`src/rtl/list_walk_arb_if.sv`:
```
// Request, table-write and pointer-stream signals for list_walk_arb.
// master = request/consumer side, slave = the walker.
interface list_walk_arb_if #(
    parameter int unsigned N_REQ = 4,
    parameter int unsigned W_PTR = 4,
    parameter int unsigned W_ID  = 2
);
    logic [N_REQ*W_PTR-1:0] req_start;
    logic [N_REQ-1:0]       req_vld;
    logic [N_REQ-1:0]       req_rdy;
    logic                   tbl_we;
    logic [W_PTR-1:0]       tbl_addr;
    logic [W_PTR-1:0]       tbl_data;
    logic [W_PTR-1:0]       out_ptr;
    logic [W_ID-1:0]        out_id;
    logic                   out_last;
    logic                   out_vld;
    logic                   out_rdy;
    logic                   err_loop;

    modport master (
        output req_start, req_vld, tbl_we, tbl_addr, tbl_data, out_rdy,
        input  req_rdy, out_ptr, out_id, out_last, out_vld, err_loop
    );

    modport slave (
        input  req_start, req_vld, tbl_we, tbl_addr, tbl_data, out_rdy,
        output req_rdy, out_ptr, out_id, out_last, out_vld, err_loop
    );
endinterface

```
`src/rtl/list_walk_arb.sv`:
```
// Round-robin arbiter sharing one linked-list walker among N_REQ requesters.
// Build option LIST_WALK_B2B_EN: grant the next walk on the final-beat handshake.
module list_walk_arb #(
    parameter int unsigned N     = 16,
    parameter int unsigned W_PTR = $clog2(N),
    parameter int unsigned N_REQ = 4,
    parameter int unsigned W_ID  = (N_REQ > 1) ? $clog2(N_REQ) : 1
) (
    input logic            clk,
    input logic            rst_n,
    list_walk_arb_if.slave bus
);
    localparam int unsigned W_CNT = $clog2(N + 1);

    typedef enum logic [0:0] {
        ST_IDLE = 1'b0,
        ST_WALK = 1'b1
    } state_e;

    state_e             state_q, state_d;
    logic [W_ID-1:0]    rr_q, rr_d;
    logic [W_PTR-1:0]   tbl_q [N];
    logic [W_PTR-1:0]   tbl_d [N];
    logic               out_vld_q, out_vld_d;
    logic [W_PTR-1:0]   out_ptr_q, out_ptr_d;
    logic [W_ID-1:0]    out_id_q, out_id_d;
    logic               out_last_q, out_last_d;
    logic [W_CNT-1:0]   cnt_q, cnt_d;
    logic               err_loop_q, err_loop_d;

    logic [W_PTR-1:0]   start_a [N_REQ];
    logic               grant_vld_c;
    logic [W_ID-1:0]    grant_id_c;
    logic [W_ID-1:0]    cand_c;
    logic [W_PTR-1:0]   start_c;
    logic [W_PTR-1:0]   start_nxt_c;
    logic [W_PTR-1:0]   nxt_c;
    logic [W_PTR-1:0]   nxt2_c;
    logic               accept_c;
    logic [N_REQ-1:0]   req_rdy_c;

    for (genvar g = 0; g < N_REQ; g++) begin : g_unpack
        assign start_a[g] = bus.req_start[g*W_PTR +: W_PTR];
    end

    // Table writes land at the edge, so same-cycle lookups see the old entry.
    always_comb begin
        tbl_d = tbl_q;
        if (bus.tbl_we) begin
            tbl_d[bus.tbl_addr] = bus.tbl_data;
        end
    end

    // First valid requester at or after the round-robin pointer, wrapping.
    always_comb begin
        grant_vld_c = 1'b0;
        grant_id_c  = '0;
        cand_c      = '0;
        for (int unsigned k = 0; k < N_REQ; k++) begin
            cand_c = W_ID'((32'(rr_q) + k) % N_REQ);
            if (!grant_vld_c && bus.req_vld[cand_c]) begin
                grant_vld_c = 1'b1;
                grant_id_c  = cand_c;
            end
        end
    end

    assign start_c     = start_a[grant_id_c];
    assign start_nxt_c = tbl_q[start_c];
    assign nxt_c       = tbl_q[out_ptr_q];
    assign nxt2_c      = tbl_q[nxt_c];

    always_comb begin
        state_d    = state_q;
        rr_d       = rr_q;
        out_vld_d  = out_vld_q;
        out_ptr_d  = out_ptr_q;
        out_id_d   = out_id_q;
        out_last_d = out_last_q;
        cnt_d      = cnt_q;
        err_loop_d = 1'b0;
        accept_c   = 1'b0;
        req_rdy_c  = '0;

        case (state_q)
            ST_IDLE: begin
                accept_c = grant_vld_c;
            end
            ST_WALK: begin
                // out_vld is always high here, so out_rdy alone is the handshake.
                if (bus.out_rdy) begin
                    if (!out_last_q) begin
                        if (cnt_q == W_CNT'(N)) begin
                            err_loop_d = 1'b1;
                            out_vld_d  = 1'b0;
                            state_d    = ST_IDLE;
                        end else begin
                            out_ptr_d  = nxt_c;
                            out_last_d = (nxt2_c == '0);
                            cnt_d      = cnt_q + W_CNT'(1);
                        end
                    end else begin
                        out_vld_d = 1'b0;
                        state_d   = ST_IDLE;
`ifdef LIST_WALK_B2B_EN
                        accept_c  = grant_vld_c;
`endif
                    end
                end
            end
            default: begin
                state_d   = ST_IDLE;
                out_vld_d = 1'b0;
            end
        endcase

        // A granted start of 0 is consumed without producing a beat.
        if (accept_c) begin
            req_rdy_c = N_REQ'(1) << grant_id_c;
            rr_d      = W_ID'((32'(grant_id_c) + 32'd1) % N_REQ);
            if (start_c != '0) begin
                state_d    = ST_WALK;
                out_vld_d  = 1'b1;
                out_ptr_d  = start_c;
                out_id_d   = grant_id_c;
                out_last_d = (start_nxt_c == '0);
                cnt_d      = W_CNT'(1);
            end
        end
    end

    always_ff @(posedge clk or negedge rst_n) begin
        if (!rst_n) begin
            state_q    <= ST_IDLE;
            rr_q       <= '0;
            tbl_q      <= '{default: '0};
            out_vld_q  <= 1'b0;
            out_ptr_q  <= '0;
            out_id_q   <= '0;
            out_last_q <= 1'b0;
            cnt_q      <= '0;
            err_loop_q <= 1'b0;
        end else begin
            state_q    <= state_d;
            rr_q       <= rr_d;
            tbl_q      <= tbl_d;
            out_vld_q  <= out_vld_d;
            out_ptr_q  <= out_ptr_d;
            out_id_q   <= out_id_d;
            out_last_q <= out_last_d;
            cnt_q      <= cnt_d;
            err_loop_q <= err_loop_d;
        end
    end

    assign bus.req_rdy  = req_rdy_c;
    assign bus.out_vld  = out_vld_q;
    assign bus.out_ptr  = out_ptr_q;
    assign bus.out_id   = out_id_q;
    assign bus.out_last = out_last_q;
    assign bus.err_loop = err_loop_q;
endmodule
```
`src/flat_wrapper.sv`:
```
// flat-port wrapper written by rule: the top's interface ports become plain ports
module list_walk_arb_flat 
#(
    parameter int unsigned N     = 16,
    parameter int unsigned W_PTR = $clog2(N),
    parameter int unsigned N_REQ = 4,
    parameter int unsigned W_ID  = (N_REQ > 1) ? $clog2(N_REQ) : 1
)
  (clk, rst_n, bus_req_start, bus_req_vld, bus_tbl_we, bus_tbl_addr, bus_tbl_data, bus_out_rdy, bus_req_rdy, bus_out_ptr, bus_out_id, bus_out_last, bus_out_vld, bus_err_loop);
  list_walk_arb_if #(.N_REQ(N_REQ), .W_PTR(W_PTR), .W_ID(W_ID)) bus_i ();
  input logic clk;
  input logic rst_n;
  input wire logic [$bits(bus_i.req_start)-1:0] bus_req_start;
  input wire logic [$bits(bus_i.req_vld)-1:0] bus_req_vld;
  input wire logic [$bits(bus_i.tbl_we)-1:0] bus_tbl_we;
  input wire logic [$bits(bus_i.tbl_addr)-1:0] bus_tbl_addr;
  input wire logic [$bits(bus_i.tbl_data)-1:0] bus_tbl_data;
  input wire logic [$bits(bus_i.out_rdy)-1:0] bus_out_rdy;
  output wire logic [$bits(bus_i.req_rdy)-1:0] bus_req_rdy;
  output wire logic [$bits(bus_i.out_ptr)-1:0] bus_out_ptr;
  output wire logic [$bits(bus_i.out_id)-1:0] bus_out_id;
  output wire logic [$bits(bus_i.out_last)-1:0] bus_out_last;
  output wire logic [$bits(bus_i.out_vld)-1:0] bus_out_vld;
  output wire logic [$bits(bus_i.err_loop)-1:0] bus_err_loop;
  assign bus_i.req_start = bus_req_start;
  assign bus_i.req_vld = bus_req_vld;
  assign bus_i.tbl_we = bus_tbl_we;
  assign bus_i.tbl_addr = bus_tbl_addr;
  assign bus_i.tbl_data = bus_tbl_data;
  assign bus_i.out_rdy = bus_out_rdy;
  assign bus_req_rdy = bus_i.req_rdy;
  assign bus_out_ptr = bus_i.out_ptr;
  assign bus_out_id = bus_i.out_id;
  assign bus_out_last = bus_i.out_last;
  assign bus_out_vld = bus_i.out_vld;
  assign bus_err_loop = bus_i.err_loop;
  list_walk_arb #(.N(N), .W_PTR(W_PTR), .N_REQ(N_REQ), .W_ID(W_ID)) u_core (.clk(clk), .rst_n(rst_n), .bus(bus_i));
endmodule
```
`config.mk`:
```
export PLATFORM = sky130hd
export DESIGN_NAME = list_walk_arb_flat
export DESIGN_NICKNAME = d
export VERILOG_FILES = /design/src/rtl/list_walk_arb_if.sv /design/src/rtl/list_walk_arb.sv /design/src/flat_wrapper.sv
export SDC_FILE = /design/constraint.sdc
export NUM_CORES = 1
export LEC_CHECK = 0
export BUFFER_PORTS_ARGS = -buffer_cell sky130_fd_sc_hd__buf_2
export CELL_PAD_IN_SITES_DETAIL_PLACEMENT = 1
export CELL_PAD_IN_SITES_GLOBAL_PLACEMENT = 1
export CORE_ASPECT_RATIO = 2
export CORE_MARGIN = 2
export CORE_UTILIZATION = 30
export CTS_BUF_LIST = sky130_fd_sc_hd__clkbuf_8
export CTS_CLUSTER_SIZE = 24
export DETAILED_ROUTE_END_ITERATION = 16
export HOLD_SLACK_MARGIN = 0.15
export PLACE_DENSITY_LB_ADDON = 0.1
export SYNTH_ARGS = -nofsm -noshare
export SYNTH_HDL_FRONTEND = slang
export SYNTH_SLANG_ARGS = --single-unit
```
`constraint.sdc`:
```
create_clock -name clk -period 3.7 [get_ports clk]
set_clock_uncertainty 0.15 [all_clocks]
set_input_delay 0.37 -clock clk [delete_from_list [all_inputs] [get_ports clk]]
set_output_delay 0.37 -clock clk [all_outputs]
set_load 0.01 [all_outputs]
```
==> summary.txt <==
Status
  • Outcome: finished clean

Critical path
  • Critical path cell sequence: nor2b_1 > or4b_1 > nand2_1 > inv_2 > mux2i_1 > mux2_2 > nor2b_1 > a31oi_2 > buf_4 > a41oi_1 > a22oi_1
  • Worst r2r src: u_core.rr_q[0]$_DFFE_PN0P_
  • Kind of end point of the critical path: flop
  • Slowest Stage Delay on Critical Path: 660 ps
  • Critical path's top delay family: simple AND/OR/NAND/NOR gates
  • Slowest CP cell: or4b_1
  • CP required: 3840 ps
  • Crit Path Category: flop to flop
  • Buffers & Inverters on Critical Path: 2
  • Worst-path fanout max: 12
  • CP dominant cell by count: nor2b_1
  • Worst Setup SP: u_core.rr_q[0]$_DFFE_PN0P_
  • Setup crit start kind: flop
  • WP data arrival: 3270 ps

Yosys
  • Synth area leaders: dfrtp_1, mux2_2, mux4_2
  • Synth warnings: 0
  • Synth Area per Inst: 12.36 sq um
  • Ys async rst share: 100.0%
  • Top_reg_cell synth: dfrtp_1
  • Syn_nets: 403
  • Mapped Area: 4512 sq um
  • #FFs+latches synth: 81
  • Yosys top cell area share: 44.93%
  • Synth unique cells: 48
  • Sequential fraction of the synthesis area: 44.93%
  • Synthesized instance count: 365
  • Cell accounting for the most synthesized area: dfrtp_1
  • Post-synth EDFFs: 0

Route
  • Via density: 5.192
  • Via Count: 3167
  • Post-route DRC: 0
  • Antenna viol nets, final: 0
  • First drt pass iteration count: 4
  • DR WL/cell: 22.46 um
  • Routed wire length: 13700 um
  • 1st-iter DRT viols: 93

Layout
  • Fin cells: 610
  • Final Instance Area: 5206 sq um
  • Final #Nets: 448
  • # diodes: 0
  • Share of cells above drive strength 1: 38.07%
  • Layout area overhead: 15.39%

STA
  • Worst hold slack: 363.3 ps
  • Max_slew headroom: 27.10%
  • Hold Violations, Final: 0
  • Final critical-path share of the clock period: 84.52%
  • Final setup margin: 572.6 ps
  • Pins Over Slew Limit: 0
  • Least-Margin Pin Slew: 1094 ps
  • Maximum achievable frequency: 0.3198 GHz
  • Minimum clock period: 3127 ps
  • Setup Total Neg Slack: 0 ps
  • RSZ-0062 raised after global routing: false
  • Setup-failing EPs final: 0

Min path
  • Hold_sp: u_core.bus.out_vld$_DFF_PN0_
  • Tightest Hold Check Type: flop to flop

Placement
  • DP Cell Count: 592
  • Detailed Place HPWL: 10570 um
  • Area of placed instances: 4943 sq um
  • Pre-CTS WS: 406.7 ps
  • Final GP Congestion: 0.7811
  • Port Buffer Count: 44

Clock network
  • Worst-Skew Late Latency: 380 ps
  • Reg clk slew, reported paths: 90 ps
  • Clock root buffer: clkbuf_8
  • CTS tree: yes
  • CTS Buf Count: 9
  • Longest Clk Path Bufs: 2
  • CTS sink cnt: 81
  • Post-CTS setup buffers: 0
  • Htree depth: 3

Floorplanning
  • Die width: 90.72 um
  • Row cnt: 63
  • Die area: 16100 sq um
  • Initial Utilization: 30.61%
  • Core area: 14740 sq um
  • Die H: 177.4 um
  • Total I/O pin count: 45

Global route
  • First-pass GRT wire length: 21450 um
  • Vias in the first global route: 3586
  • Overflow after GRT: 0
  • Initial antenna violation count: 0
  • Total GRT Usage: 18.02%
  • Largest net degree at the start of global routing: 82

Run
  • Max-cap violations: 0

Power and ir drop
  • Power Density: 740.7 nW/um^2
  • Maximum vdd ir drop: 0.1894 mV
  • Pleak: 2.196 nW
==> layer usage <==
layer  share of wire, %  wire, um  GRT usage [%]
met5                  0         0              0
met2                 60      8175          36.41
met4                2.9       393          7.436
met3                2.4       329          3.057
met1                 35      4801          17.52
==> synth_stat cells (2+ instances only) <==
library cell	n
ha_1	6
nand4_1	2
or3_1	2
mux4_2	18
nor4_1	18
nor3b_1	3
mux2i_1	30
xor2_1	2
a221oi_1	2
nor2_1	20
mux2_2	68
nand3_1	7
dfrtp_1	81
nor3_1	2
nand2_1	20
o21ai_0	5
buf_2	10
clkbuf_1	8
and2_1	6
inv_1	3
a21o_1	2
nand3b_1	6
a211oi_1	2
a21oi_1	6
o22ai_1	2
nand2b_1	6
nor2b_1	7
==> area by class of cell <==
cell class              instances  area, sq um
clock inverters                 7        118.9
repair buffers                 52        287.8
multi-input cells             262         2390
inverters                       4        15.01
well taps                     195        244.0
flip-flops and latches         81         2027
fillers                      1640         9534
clock buffers                   9        123.9
==> layout by cell type (no fill, tap or decap), types with 2 or more instances in the layout <==
cell type and n:
a221oi_1 2, dlygate4sd3_1 2, a21o_1 2, clkinvlp_4 2, mux2i_1 30, or3_1 2
xor2_1 2, mux4_2 18, nand2_1 20, o22ai_1 2, clkbuf_8 9, mux2_2 68
ha_1 6, nor3_1 2, nand3b_1 6, nor4_1 18, buf_2 43, nor3b_1 3
nand4_1 2, nor2_1 20, a21oi_1 6, nor2b_1 7, dfrtp_1 81, o21ai_0 5
buf_4 7, nand2b_1 6, nand3_1 7, inv_1 3, a211oi_1 2, bufinv_16 3
and2_1 6
==> registers in the layout, indices dropped and copies added (netlist names) <==
| signal | flops |
|---|---|
| u_core.bus.out_vld | 1 |
| u_core.bus.out_last | 1 |
| u_core.rr_q | 2 |
| u_core.cnt_q | 5 |
| u_core.bus.out_ptr | 4 |
| u_core.tbl_q | 64 |
| u_core.state_q | 1 |
| u_core.bus.out_id | 2 |
| u_core.bus.err_loop | 1 |
==> tightest hold or removal path, cell delays in order (launching register included) <==
cell      delay [ps]
dfrtp_1          340
o21ai_0           80
nand2b_1          60
==> logic make-up after synthesis <==
kind of cell,after synthesis,share of synthesized area (%)
compound gates,33,5.713
xor+xnor,3,0.5825
fa+ha+maj,6,1.664
buf+inv,22,2.108
flops,81,44.93
mux,116,32.61
simple gates,104,12.40
==> timing repair <==
| item | 4_1_cts | 5_1_grt |
|---|---|---|
| gates resized for setup | 0 | 0 |
| hold buffers | 2 | 0 |
| endpoints found under the hold margin | 82 | 0 |
==> through the flow <==
stage / utilization, % / power [mW]
6_report: 35.32 / 3.856
5_1_grt: 35.32 / 4.113
4_1_cts: 35.32 / 3.927
3_5_place_dp: 33.54 / 3.111
3_3_place_gp: 33.54 / 3.077
2_1_floorplan: - / 2.539
==> worst paths after layout <==
kind	cells after the start	slack, ps	end
max in group asynchronous	2	2100	u_core.tbl_q[24]$_DFFE_PN0P_
setup reg to reg	11	570	u_core.bus.out_last$_DFF_PN0_
setup / recovery	11	570	u_core.bus.out_last$_DFF_PN0_
hold reg to reg	2	360	u_core.bus.out_vld$_DFF_PN0_
hold / removal	2	360	u_core.bus.out_vld$_DFF_PN0_
min in group asynchronous	2	570	u_core.bus.err_loop$_DFF_PN0_
==> where the power goes <==
group | switching, mW | internal (mW) | total, mW
Sequential | 0.279 | 1.12 | 1.40
Clock | 0.359 | 0.448 | 0.807
Combinational | 0.837 | 0.814 | 1.65
Total | 1.48 | 2.38 | 3.86
Note: power is estimated with default switching activity, not from simulation.
